### config.mk
export PLATFORM = sky130hd
export DESIGN_NAME = game_round_controller
export DESIGN_NICKNAME = d
export VERILOG_FILES = /design/src/rtl/game_round_controller.sv
export SDC_FILE = /design/constraint.sdc
export NUM_CORES = 1
export LEC_CHECK = 0
export CAP_MARGIN = 20
export CORE_UTILIZATION = 57
export CTS_CLUSTER_SIZE = 28
export DETAILED_ROUTE_END_ITERATION = 10
export GPL_TIMING_DRIVEN = 0
export PLACE_DENSITY = 0.8
export SYNTH_ARGS = -nofsm -noshare
export SYNTH_HDL_FRONTEND = slang
export SYNTH_SLANG_ARGS = --single-unit
### constraint.sdc
create_clock -name clk1Hz -period 3.1 [get_ports clk1Hz]
set_input_delay 0.31 -clock clk1Hz [delete_from_list [all_inputs] [get_ports clk1Hz]]
set_output_delay 0.31 -clock clk1Hz [all_outputs]
set_load 0.02 [all_outputs]
### src/rtl/game_round_controller.sv
// Game round controller: round timer, score, level and lives bookkeeping
// for a prompt/response game. Optional lives support: GAME_ROUND_LIVES_EN.
module game_round_controller #(
    parameter int ROUND_TIME = 20,
    parameter int MIN_TIME   = 5,
    parameter int LEVEL_STEP = 5,
    parameter int MAX_LIVES  = 3
) (
    input  logic       clk1Hz,
    input  logic       reset_btn,
    input  logic       start,
    input  logic       pause,
    input  logic       pass_req,
    input  logic       fail_req,
    output logic       pass_ack,
    output logic       fail_ack,
    output logic       new_round,
    output logic [5:0] time_left,
    output logic [6:0] score,
    output logic [3:0] level,
    output logic [1:0] lives,
    output logic       timeout,
    output logic       game_over
);

    localparam logic [1:0] IDLE      = 2'd0;
    localparam logic [1:0] PLAY      = 2'd1;
    localparam logic [1:0] PAUSED    = 2'd2;
    localparam logic [1:0] GAME_OVER = 2'd3;

    localparam logic [6:0] SCORE_MAX = 7'd99;
    localparam logic [3:0] LEVEL_MAX = 4'd9;
    localparam logic [6:0] CNT_LAST  = 7'(LEVEL_STEP - 1);

    // Round length for a level, floored at MIN_TIME without underflow.
    function automatic logic [5:0] round_time(input logic [3:0] lvl);
        int dec;
        dec = 2 * int'(lvl);
        if (ROUND_TIME > MIN_TIME + dec)
            round_time = 6'(ROUND_TIME - dec);
        else
            round_time = 6'(MIN_TIME);
    endfunction

    logic [1:0] r_state;
    logic [5:0] r_time;
    logic [6:0] r_score;
    logic [3:0] r_level;
    logic [6:0] r_round_cnt;
    logic       r_new_round;
    logic       r_pass_ack;
    logic       r_fail_ack;
    logic       r_timeout;
    logic       r_pass_seen;
    logic       r_fail_seen;

    logic [1:0] w_state_nxt;
    logic [5:0] w_time_nxt;
    logic [6:0] w_score_nxt;
    logic [3:0] w_level_nxt;
    logic [6:0] w_cnt_nxt;
    logic       w_nr_nxt;
    logic       w_pack_nxt;
    logic       w_fack_nxt;
    logic       w_tout_nxt;
    logic       w_pseen_nxt;
    logic       w_fseen_nxt;
    logic       w_lose;
    logic       w_pass_vld;
    logic       w_fail_vld;

`ifdef GAME_ROUND_LIVES_EN
    logic [1:0] r_lives;
    logic [1:0] w_lives_nxt;
`else
    logic [1:0] w_unused_lives;
    assign w_unused_lives = 2'(MAX_LIVES);
`endif

    // A request is only served once per assertion.
    assign w_pass_vld = pass_req & ~r_pass_seen;
    assign w_fail_vld = fail_req & ~r_fail_seen;

    // Next-state and counter update for the current cycle.
    always_comb begin
        w_state_nxt = r_state;
        w_time_nxt  = r_time;
        w_score_nxt = r_score;
        w_level_nxt = r_level;
        w_cnt_nxt   = r_round_cnt;
        w_nr_nxt    = r_new_round;
        w_pack_nxt  = 1'b0;
        w_fack_nxt  = 1'b0;
        w_tout_nxt  = 1'b0;
        w_lose      = 1'b0;
`ifdef GAME_ROUND_LIVES_EN
        w_lives_nxt = r_lives;
`endif
        case (r_state)
            IDLE: begin
                if (start) begin
                    w_state_nxt = PLAY;
                    w_time_nxt  = round_time(4'd0);
                    w_score_nxt = 7'd0;
                    w_level_nxt = 4'd0;
                    w_cnt_nxt   = 7'd0;
                    w_nr_nxt    = ~r_new_round;
`ifdef GAME_ROUND_LIVES_EN
                    w_lives_nxt = 2'(MAX_LIVES);
`endif
                end
            end
            PLAY: begin
                if (pause) begin
                    w_state_nxt = PAUSED;
                end else if (w_fail_vld) begin
                    w_fack_nxt = 1'b1;
                    w_pack_nxt = w_pass_vld;
                    w_lose     = 1'b1;
                end else if (w_pass_vld) begin
                    w_pack_nxt = 1'b1;
                    if (r_score != SCORE_MAX)
                        w_score_nxt = r_score + 7'd1;
                    if (r_round_cnt >= CNT_LAST) begin
                        w_cnt_nxt = 7'd0;
                        if (r_level != LEVEL_MAX)
                            w_level_nxt = r_level + 4'd1;
                    end else begin
                        w_cnt_nxt = r_round_cnt + 7'd1;
                    end
                    w_time_nxt = round_time(w_level_nxt);
                    w_nr_nxt   = ~r_new_round;
                end else if (r_time > 6'd1) begin
                    w_time_nxt = r_time - 6'd1;
                end else begin
                    w_tout_nxt = 1'b1;
                    w_lose     = 1'b1;
                end
            end
            PAUSED: begin
                if (!pause)
                    w_state_nxt = PLAY;
            end
            GAME_OVER: begin
                w_pack_nxt = w_pass_vld;
                w_fack_nxt = w_fail_vld;
            end
            default: w_state_nxt = IDLE;
        endcase

        if (w_lose) begin
`ifdef GAME_ROUND_LIVES_EN
            if (r_lives <= 2'd1) begin
                w_lives_nxt = 2'd0;
                w_state_nxt = GAME_OVER;
            end else begin
                w_lives_nxt = r_lives - 2'd1;
                w_time_nxt  = round_time(r_level);
                w_nr_nxt    = ~r_new_round;
            end
`else
            w_state_nxt = GAME_OVER;
`endif
        end

        w_pseen_nxt = pass_req & (r_pass_seen | w_pack_nxt);
        w_fseen_nxt = fail_req & (r_fail_seen | w_fack_nxt);
    end

    // Register all game state; reset discards any in-flight event.
    always_ff @(posedge clk1Hz or posedge reset_btn) begin
        if (reset_btn) begin
            r_state     <= IDLE;
            r_time      <= 6'(ROUND_TIME);
            r_score     <= 7'd0;
            r_level     <= 4'd0;
            r_round_cnt <= 7'd0;
            r_new_round <= 1'b0;
            r_pass_ack  <= 1'b0;
            r_fail_ack  <= 1'b0;
            r_timeout   <= 1'b0;
            r_pass_seen <= 1'b0;
            r_fail_seen <= 1'b0;
        end else begin
            r_state     <= w_state_nxt;
            r_time      <= w_time_nxt;
            r_score     <= w_score_nxt;
            r_level     <= w_level_nxt;
            r_round_cnt <= w_cnt_nxt;
            r_new_round <= w_nr_nxt;
            r_pass_ack  <= w_pack_nxt;
            r_fail_ack  <= w_fack_nxt;
            r_timeout   <= w_tout_nxt;
            r_pass_seen <= w_pseen_nxt;
            r_fail_seen <= w_fseen_nxt;
        end
    end

`ifdef GAME_ROUND_LIVES_EN
    // Lives counter, reloaded at game start.
    always_ff @(posedge clk1Hz or posedge reset_btn) begin
        if (reset_btn)
            r_lives <= 2'(MAX_LIVES);
        else
            r_lives <= w_lives_nxt;
    end

    assign lives = r_lives;
`else
    assign lives = 2'd0;
`endif

    assign pass_ack  = r_pass_ack;
    assign fail_ack  = r_fail_ack;
    assign new_round = r_new_round;
    assign time_left = r_time;
    assign score     = r_score;
    assign level     = r_level;
    assign timeout   = r_timeout;
    assign game_over = (r_state == GAME_OVER);

endmodule
==> impl_metrics.ini, run 1 <==
[timing]
hold_viol_final = 0
rsz0062_at_grt = no
setup_viol = 0
skew_ns = 0.01904
min_period_ns = 2.281
whs_ns = 0.3557
worst_pin_slew_ns = 0.7098
fin_setup_tns_ns = 0
period_share_pct = 73.57
fmax_mhz = 438.4
maxSlewViolCount = 0
relSlewSlack_pct = 52.63

[run]
max_cap_violations = 0

[worst_setup_path]
cp_max_fo = 10
max_stage_delay_ns = 0.52
setup.worst_path.start_class = register
reg2reg_from = level[0]
cp-end-kind = register
rr_worst_depth = 7
worstPathRequired_ns = 3.35
cpMostUsedCell = ha_1
critPathKind = register to register
timing.critical_path.buf_inv = 0
cp.arrival_ns = 2.53
cp-startpoint = level[0]
cp_top_family = adder cells
cp_slowest_cell = dfrtp_1
r2r-end = time_left[2]
crit_chain = ha_1 -> and3b_1 -> a21oi_1 -> xor2_1 -> ha_1 -> nor4b_1 -> a311oi_1
r2r_slack_ns = 0.82

[pwr]
power.leakage_nw = 0.9847
p_per_area_nw_per_um2 = 602.8
irDropWorstVdd_v = 0.0003940

[route]
firstDrtPassIters = 4
drt_iter0_drc = 132
ant_nets = 0
post-route-drc-count = 0
routedWlPerCell_um = 14.95
routed_wl_um = 4307
via_per_inst = 5.951
vias = 1714

[clock_tree]
cts_resized = 0
cts_hold_buf = 0
post-cts-setup-buffer-count = 0
path_clk_slew_ns = 0.11
clockBufferDepth = 2
insertion_delay_ns = 0.35
clock-sinks = 32
cts_max_level = 2
cts_tree = done
numCtsBuffers = 5
root_buffer = clkbuf_4

[logic_synthesis]
synthFlopType = dfrtp_1
syn_inst = 207
synth-edff-count = 0
synth_top_area_share_pct = 39.19
ys_warn_count = 0
mappedNetlistArea_um2 = 1916
synth.area.top_cells = dfrtp_1 39%, ha_1 5.2%, a21oi_1 3.7%
yosysSeqAreaShare_pct = 41.93
synth_top_cell_by_area = dfrtp_1
synthTopCellsByCount = 30 x dfrtp_1, 18 x nand2_1, 15 x nor2_1, 14 x a21oi_1, 14 x o21ai_0
yosysMostFrequentCell = dfrtp_1
ys_async_sr_fraction_pct = 100.0
avgSynthCellArea_um2 = 9.254
yosysUniqueCellTypes = 51
synth-seq-cells = 32

[die]
die_w_um = 59.97
placementRows = 20
pin_count = 30
floorplan.core_area_um2 = 3128
initial_core_util_pct = 61.24
die_h_um = 59.97
die-area_um2 = 3596

[place]
gp_congestion = 0.8488
numPortBuffers = 27
dp_hpwl_um = 3161

[global_routing]
grt_pass1_vias = 1557
grt_pass1_wl_um = 7113
grt.total_usage_pct = 26.81
grt.overflow.total = 0
grt_start_max_net_pins = 18
antenna_found_initial = 0

[finish]
syn_to_final_growth_pct = 23.58
nNetsFinal = 257
drive_above_1_share_pct = 11.89
n_antenna_cell = 0

[hold_path]
min_path_type = input port to asynchronous set/reset pin

[status]
status = complete, no violations
## worst reg2reg max path, delay by kind of cell (launching register included)
family	cells	cell delay, ns
compound gates	2	0.54
flops	1	0.52
fa+ha+maj	2	0.55
xor+xnor	1	0.24
simple gates	2	0.33
## cells by family (layout without fill, tap and decap cells)
logic type	Yosys count	after routing	share of synthesized area, %
and+or+nand+nor	75	75	21.56
AOI/OAI and AO/OA	62	62	21.29
DFF	32	32	41.93
buffers and inverters	21	57	6.074
adders and majority gates	8	8	5.226
xor gates and xnor gates	7	7	3.201
other	1	2	0.1958
muxes	1	1	0.5226
## flip-flops by register name, indices dropped and copies added, names as in the netlist
| name | count |
|---|---|
| r_round_cnt | 7 |
| fail_ack | 1 |
| new_round | 1 |
| timeout | 1 |
| r_state | 2 |
| r_fail_seen | 1 |
| time_left | 6 |
| score | 7 |
| pass_ack | 1 |
| level | 4 |
| r_pass_seen | 1 |
## metal layers
| metal | part of all wire, % | vias up | track usage, % | wire length, um |
|---|---|---|---|---|
| li1 | - | 815 | - | - |
| met1 | 45 | 807 | 36.36 | 1924 |
| met2 | 47 | 78 | 40.63 | 2005 |
| met3 | 6.2 | 14 | 6.277 | 265 |
| met4 | 2.6 | 0 | 11.96 | 112 |
| met5 | 0 | - | 0 | 0 |
## placed cells by master (no fill, tap or decap), types with 2 or more instances in the layout
master / synthesis / layout
a211o_1: 2 / 2
a211oi_1: 3 / 3
a21oi_1: 14 / 14
a22o_1: 3 / 3
a31oi_1: 2 / 2
and2_1: 5 / 5
buf_2: 3 / 3
buf_4: 2 / 2
buf_6: 3 / 3
clkbuf_1: 2 / 2
clkbuf_4: 1 / 6
clkbuf_8: 0 / 2
clkdlybuf4s50_1: 0 / 27
conb_1: 1 / 2
dfrtp_1: 30 / 30
dfstp_2: 2 / 2
ha_1: 8 / 8
inv_1: 10 / 10
nand2_1: 18 / 18
nand2b_1: 4 / 4
nand3_1: 4 / 4
nor2_1: 15 / 15
nor3_1: 6 / 6
nor4_1: 3 / 3
o21a_1: 7 / 7
o21ai_0: 14 / 14
o31ai_1: 9 / 9
or3_1: 3 / 3
or4_1: 4 / 4
xnor2_1: 6 / 6
## worst max path at each step
stage	endpoint	slack, ns	cells past startpoint
floorplan	time_left[5]	1.03	7
global placement	time_left[5]	0.82	7
detailed placement	time_left[5]	0.80	7
CTS	time_left[2]	0.88	7
global route	time_left[2]	0.71	7
finish	time_left[2]	0.82	7
## metrics by stage
| stage | setup WS (ns) | util (%) | power [mW] | std cells | instance area (um^2) |
|---|---|---|---|---|---|
| floorplan | 1.029 | - | 0.8628 | 208 | 1919 |
| global placement | 0.8166 | 71.76 | 1.050 | 279 | 2245 |
| detailed placement | 0.7991 | 72.64 | 1.065 | 280 | 2272 |
| CTS | 0.8769 | 75.68 | 1.431 | 288 | 2367 |
| global route | 0.7101 | 75.68 | 1.504 | 288 | 2367 |
| finish | 0.8192 | 75.68 | 1.427 | 288 | 2367 |
## power breakdown
group / internal [mW] / switching [mW] / leakage, nW / total, mW
Sequential: 0.493 / 0.0911 / 0.408 / 0.584
Combinational: 0.225 / 0.254 / 0.525 / 0.478
Clock: 0.214 / 0.150 / 0.0515 / 0.365
## area by class of cell
type                       instances  area, um^2
inverter                          10       37.54
fill                             231       760.7
clock buffer                       7       65.06
clock inverter                     1       30.03
timing repair buffer              28       297.8
sequential                        32       803.3
buffer                            11       78.83
multi-input combinational        155       999.7
tap                               44       55.05
No activity file was read; power rests on OpenSTA's default activity.
==> inputs of run 2 (changes only) <==
--- a/config.mk
+++ b/config.mk
@@ -6,11 +6,11 @@
 export NUM_CORES = 1
 export LEC_CHECK = 0
 export CAP_MARGIN = 20
-export CORE_UTILIZATION = 57
+export CORE_UTILIZATION = 48
 export CTS_CLUSTER_SIZE = 28
 export DETAILED_ROUTE_END_ITERATION = 10
 export GPL_TIMING_DRIVEN = 0
-export PLACE_DENSITY = 0.8
+export PLACE_DENSITY = 0.71
 export SYNTH_ARGS = -nofsm -noshare
 export SYNTH_HDL_FRONTEND = slang
 export SYNTH_SLANG_ARGS = --single-unit
==> constraint.sdc (replaced) <==
create_clock -name clk1Hz -period 2 [get_ports clk1Hz]
set_input_delay 0.2 -clock clk1Hz [delete_from_list [all_inputs] [get_ports clk1Hz]]
set_output_delay 0.2 -clock clk1Hz [all_outputs]
set_load 0.02 [all_outputs]
==> run 2 against run 1 <==
Net effect: final cell count increased by 4.5%; register-to-register slack got worse by 0.79 ns; first-iteration DRC count decreased by 23%; final area increased by 7.8%; hold slack got worse by 0.13 ns; combinational power increased by 94%; routed wire length decreased by 0.53%; setup slack got worse by 0.79 ns; largest power group is now combinational cells.
==> impl_metrics.ini, run 2 (synthesis gave the netlist of run 1 again) <==
[clock_tree]
cts_tree = done
cts_hold_buf = 0
path_clk_slew_ns = 0.06
insertion_delay_ns = 0.29
clock-sinks = 32
numCtsBuffers = 5
root_buffer = clkbuf_8
clockBufferDepth = 2
cts_max_level = 2

[finish]
syn_to_final_growth_pct = 33.18
nNetsFinal = 267
n_antenna_cell = 0
mostFrequentLayoutCells = 27 x clkdlybuf4s50_1, 26 x dfrtp_1, 17 x nand2_1, 14 x buf_4
mostFrequentLayoutCell = clkdlybuf4s50_1
final_util_pct = 68.15
drive_above_1_share_pct = 23.72

[worst_setup_path]
worstPathRequired_ns = 2.21
r2r_slack_ns = 0.03
reg2reg_from = level[0]
cp-end-kind = register
cp.arrival_ns = 2.18
setup.worst_path.start_class = register
cp_max_fo = 6
critPathKind = register to register
rr_worst_depth = 7
r2r-end = time_left[2]

[pwr]
pwr-share-clk_pct = 20.7
p_per_area_nw_per_um2 = 893.6
power_frac_comb_pct = 40.6
p_int_mw = 1.458
pwr-share-seq_pct = 38.8
p_total_mw = 2.280
switching_share_pct = 36.02
power.leakage_nw = 1.044
switching_power_mw = 0.8212
irDropWorstVdd_v = 0.0007432

[die]
initial_core_util_pct = 51.17
die_h_um = 65.17
die-area_um2 = 4247
placementRows = 22
pin_count = 30
floorplan.core_area_um2 = 3744
die_w_um = 65.17

[timing]
rsz0062_at_grt = yes
fin_setup_tns_ns = 0
skew_ns = 0.005077
min_period_ns = 1.971
fmax_mhz = 507.4
maxSlewViolCount = 0
hold_viol_final = 0
setup_viol = 0
whs_ns = 0.2304
worst_pin_slew_ns = 0.6104
relSlewSlack_pct = 58.99
period_share_pct = 98.53

[route]
routed_wl_um = 4284
post-route-drc-count = 0
ant_nets = 0
routedWlPerCell_um = 14.23
vias = 1665
drt_iter0_drc = 101
via_per_inst = 5.532
firstDrtPassIters = 4

[global_routing]
grt_pass1_vias = 1522
antenna_found_initial = 0
grt.total_usage_pct = 21.85
grt.overflow.total = 0
grt_pass1_wl_um = 7010
grt_start_max_net_pins = 23

[place]
dp_hpwl_um = 2905
gp_congestion = 0.8371
numPortBuffers = 27

[hold_path]
min_path_type = input port to asynchronous set/reset pin

[status]
status = complete, no violations

[run]
max_cap_violations = 0
run 2: cell count changes in the layout (fill, tap and decap cells not counted), moves of 3 or more:
cell      previous run  this run
buf_4                2        14
clkbuf_4             6         1
dfrtp_1             30        26
dfrtp_2              0         4
a21oi_1             14        11
clkbuf_8             2         5
ha_1                 8         5
run 2: repair_timing:
item	CTS	global route
setup endpoints to repair	4	12
resized for setup	6	19
pin swaps	0	7
setup buffers	2	10
run 2: final cells by class:
class | count | area [um^2]
clock inverters | 1 | 5.005
repair buffers | 40 | 387.9
well taps | 48 | 60.06
inverters | 10 | 37.54
fillers | 327 | 1192
clock buffers | 6 | 72.57
multi-input cells | 155 | 1109
plain buffers | 9 | 71.32
flip-flops and latches | 32 | 808.3
run 2: critical path: stages, from the launching register on:
cell and delay [ns]:
dfrtp_2 0.45, ha_4 0.18, and3b_2 0.22, a21oi_4 0.21
xor2_2 0.17, ha_1 0.27, nor4b_4 0.14, a311oi_2 0.24
run 2: per-stage QoR:
stage	instances	worst slack, ns	instance area [um^2]
after floorplan	208	-0.04109	1926
after global routing	301	-0.1001	2551
final	301	0.02932	2551
after detailed placement	284	-0.2119	2283
after global placement	283	-0.1855	2256
after CTS	293	-0.05335	2404
run 2: power groups by stage:
stage | combinational, mW | clock [mW] | sequential (mW)
final | 0.925 | 0.471 | 0.884
after global routing | 1.01 | 0.519 | 0.907
after CTS | 0.809 | 0.488 | 0.884
after detailed placement | 0.721 | 0 | 0.910
after global placement | 0.717 | 0 | 0.908
after floorplan | 0.341 | 0 | 1.00
run 2: worst max path at each step:
| stage | from | to | slack, ns |
|---|---|---|---|
| CTS | level[0] | time_left[2] | -0.05 |
| global route | level[1] | time_left[2] | -0.10 |
| detailed placement | pause | score[3] | -0.21 |
| floorplan | time_left[1] | time_left[5] | -0.04 |
| finish | level[0] | time_left[2] | 0.03 |
| global placement | pause | time_left[5] | -0.19 |
run 2: routing by layer:
layer	up-vias	GRT usage, %	wire length (um)
li1	836	-	-
met1	788	27.21	1922
met2	35	35.31	2101
met3	6	6.944	205
met4	0	7.880	54
met5	-	0	0
==> inputs of run 3 (changes only) <==
--- a/config.mk
+++ b/config.mk
@@ -6,11 +6,12 @@
 export NUM_CORES = 1
 export LEC_CHECK = 0
 export CAP_MARGIN = 20
-export CORE_UTILIZATION = 48
+export CORE_UTILIZATION = 57
 export CTS_CLUSTER_SIZE = 28
 export DETAILED_ROUTE_END_ITERATION = 10
 export GPL_TIMING_DRIVEN = 0
-export PLACE_DENSITY = 0.71
+export PLACE_DENSITY = 0.8
+export REMOVE_ABC_BUFFERS = 1
 export SYNTH_ARGS = -nofsm -noshare
 export SYNTH_HDL_FRONTEND = slang
 export SYNTH_SLANG_ARGS = --single-unit
==> constraint.sdc (replaced) <==
create_clock -name clk1Hz -period 2.4 [get_ports clk1Hz]
set_input_delay 0.24 -clock clk1Hz [delete_from_list [all_inputs] [get_ports clk1Hz]]
set_output_delay 0.24 -clock clk1Hz [all_outputs]
set_load 0.02 [all_outputs]
==> run 3 against run 2 <==
Net effect: clock skew up 0.0086 ns; sequential share of layout area grew 3.7 points; hold slack improved by 0.079 ns; die area down 15%; clock power fell by 25%; critical endpoint is now score[5]; highest routed layer unchanged.
==> impl_metrics.ini, run 3 (synthesis gave the netlist of run 1 again) <==
[die]
floorplan.core_area_um2 = 3128
pin_count = 30
placementRows = 20
die-area_um2 = 3596
initial_core_util_pct = 61.24
die_w_um = 59.97
die_h_um = 59.97

[timing]
period_share_pct = 94.74
worst_slack_ns = 0.1263
min_period_ns = 2.274
skew_ns = 0.01365
setup_viol = 0
fmax_mhz = 439.8
maxSlewViolCount = 0
worst_pin_slew_ns = 0.7227
hold_viol_final = 0
rsz0062_at_grt = no
whs_ns = 0.3097
fin_setup_tns_ns = 0
relSlewSlack_pct = 51.77

[clock_tree]
numCtsBuffers = 5
cts_resized = 0
cts_tree = done
clock-sinks = 32
cts_max_level = 2
cts_hold_buf = 0
post-cts-setup-buffer-count = 0
insertion_delay_ns = 0.33
root_buffer = clkbuf_4
path_clk_slew_ns = 0.10
clockBufferDepth = 2

[finish]
syn_to_final_growth_pct = 18.48
final_util_pct = 72.56
nFillCells = 250
nNetsFinal = 247
n_antenna_cell = 0
drive_above_1_share_pct = 8.547
fin_area_um2 = 2270
mostFrequentLayoutCell = dfrtp_1
mostFrequentLayoutCells = 30 x dfrtp_1, 27 x clkdlybuf4s50_1, 18 x nand2_1, 15 x nor2_1

[worst_setup_path]
critPathKind = input port to register
worstPathRequired_ns = 2.67
cp-end-kind = register
setup.worst_path.start_class = input port
cp.arrival_ns = 2.54
cp_max_fo = 12

[hold_path]
min_path_type = input port to asynchronous set/reset pin

[route]
vias = 1634
routedWlPerCell_um = 14.78
post-route-drc-count = 0
firstDrtPassIters = 4
ant_nets = 0
drt_iter0_drc = 75
routed_wl_um = 4108
via_per_inst = 5.878

[global_routing]
antenna_found_initial = 0
grt.total_usage_pct = 25.73
grt_pass1_vias = 1508
grt.overflow.total = 0
grt_start_max_net_pins = 18
grt_pass1_wl_um = 6831

[place]
place_ws_ns = -0.2156
gp_congestion = 0.9736
dp_hpwl_um = 2998
numPortBuffers = 27
postPlaceCellArea_um2 = 2201

[pwr]
power.leakage_nw = 0.9333
p_per_area_nw_per_um2 = 754.2
irDropWorstVdd_v = 0.0004221

[status]
status = complete, no violations

[run]
max_cap_violations = 0
run 3: worst paths after layout:
| path | startpoint | to | slack (ns) | cells past startpoint |
|---|---|---|---|---|
| min in group clk1Hz | new_round | new_round | 0.47 | 1 |
| worst max-delay path | pass_req | score[5] | 0.13 | 6 |
| worst min register to register | new_round | new_round | 0.47 | 1 |
| worst min-delay path | reset_btn | score[0] | 0.31 | 2 |
| worst max register to register | r_pass_seen | score[5] | 0.16 | 5 |
| max in group asynchronous | reset_btn | time_left[4] | 1.47 | 3 |
run 3: layout make-up:
type / instances / area, um^2 / area share (%)
clock buffers: 8 / 68.82 / 3.032
flip-flops and latches: 32 / 803.3 / 35.39
multi-input cells: 155 / 999.7 / 44.05
well taps: 44 / 55.05 / 2.426
repair buffers: 29 / 305.3 / 13.45
inverters: 10 / 37.54 / 1.654
run 3: per-stage QoR:
step / power, mW / instances
6_report: 1.712 / 278
5_1_grt: 1.820 / 278
4_1_cts: 1.724 / 278
3_5_place_dp: 1.370 / 270
3_3_place_gp: 1.341 / 268
2_1_floorplan: 1.110 / 197
run 3: critical path, stage by stage:
cell and delay [ns]:
clkdlybuf4s50_1 0.49, nor2b_1 0.59, o21ai_2 0.12, a211o_1 0.45, or4_1 0.51, a21oi_1 0.15
run 3: metal layers:
layer | global-route usage (%) | up-vias | wire [um]
li1 | - | 792 | -
met1 | 33.29 | 768 | 1759
met2 | 40.95 | 68 | 2026
met3 | 6.710 | 6 | 274
met4 | 10.30 | 0 | 48
met5 | 0 | - | 0
run 3: power breakdown:
group | total (mW) | switching, mW | internal, mW | leakage (nW)
logic | 0.611 | 0.325 | 0.286 | 0.487
clock network | 0.352 | 0.180 | 0.172 | 0.0386
registers | 0.748 | 0.111 | 0.637 | 0.408
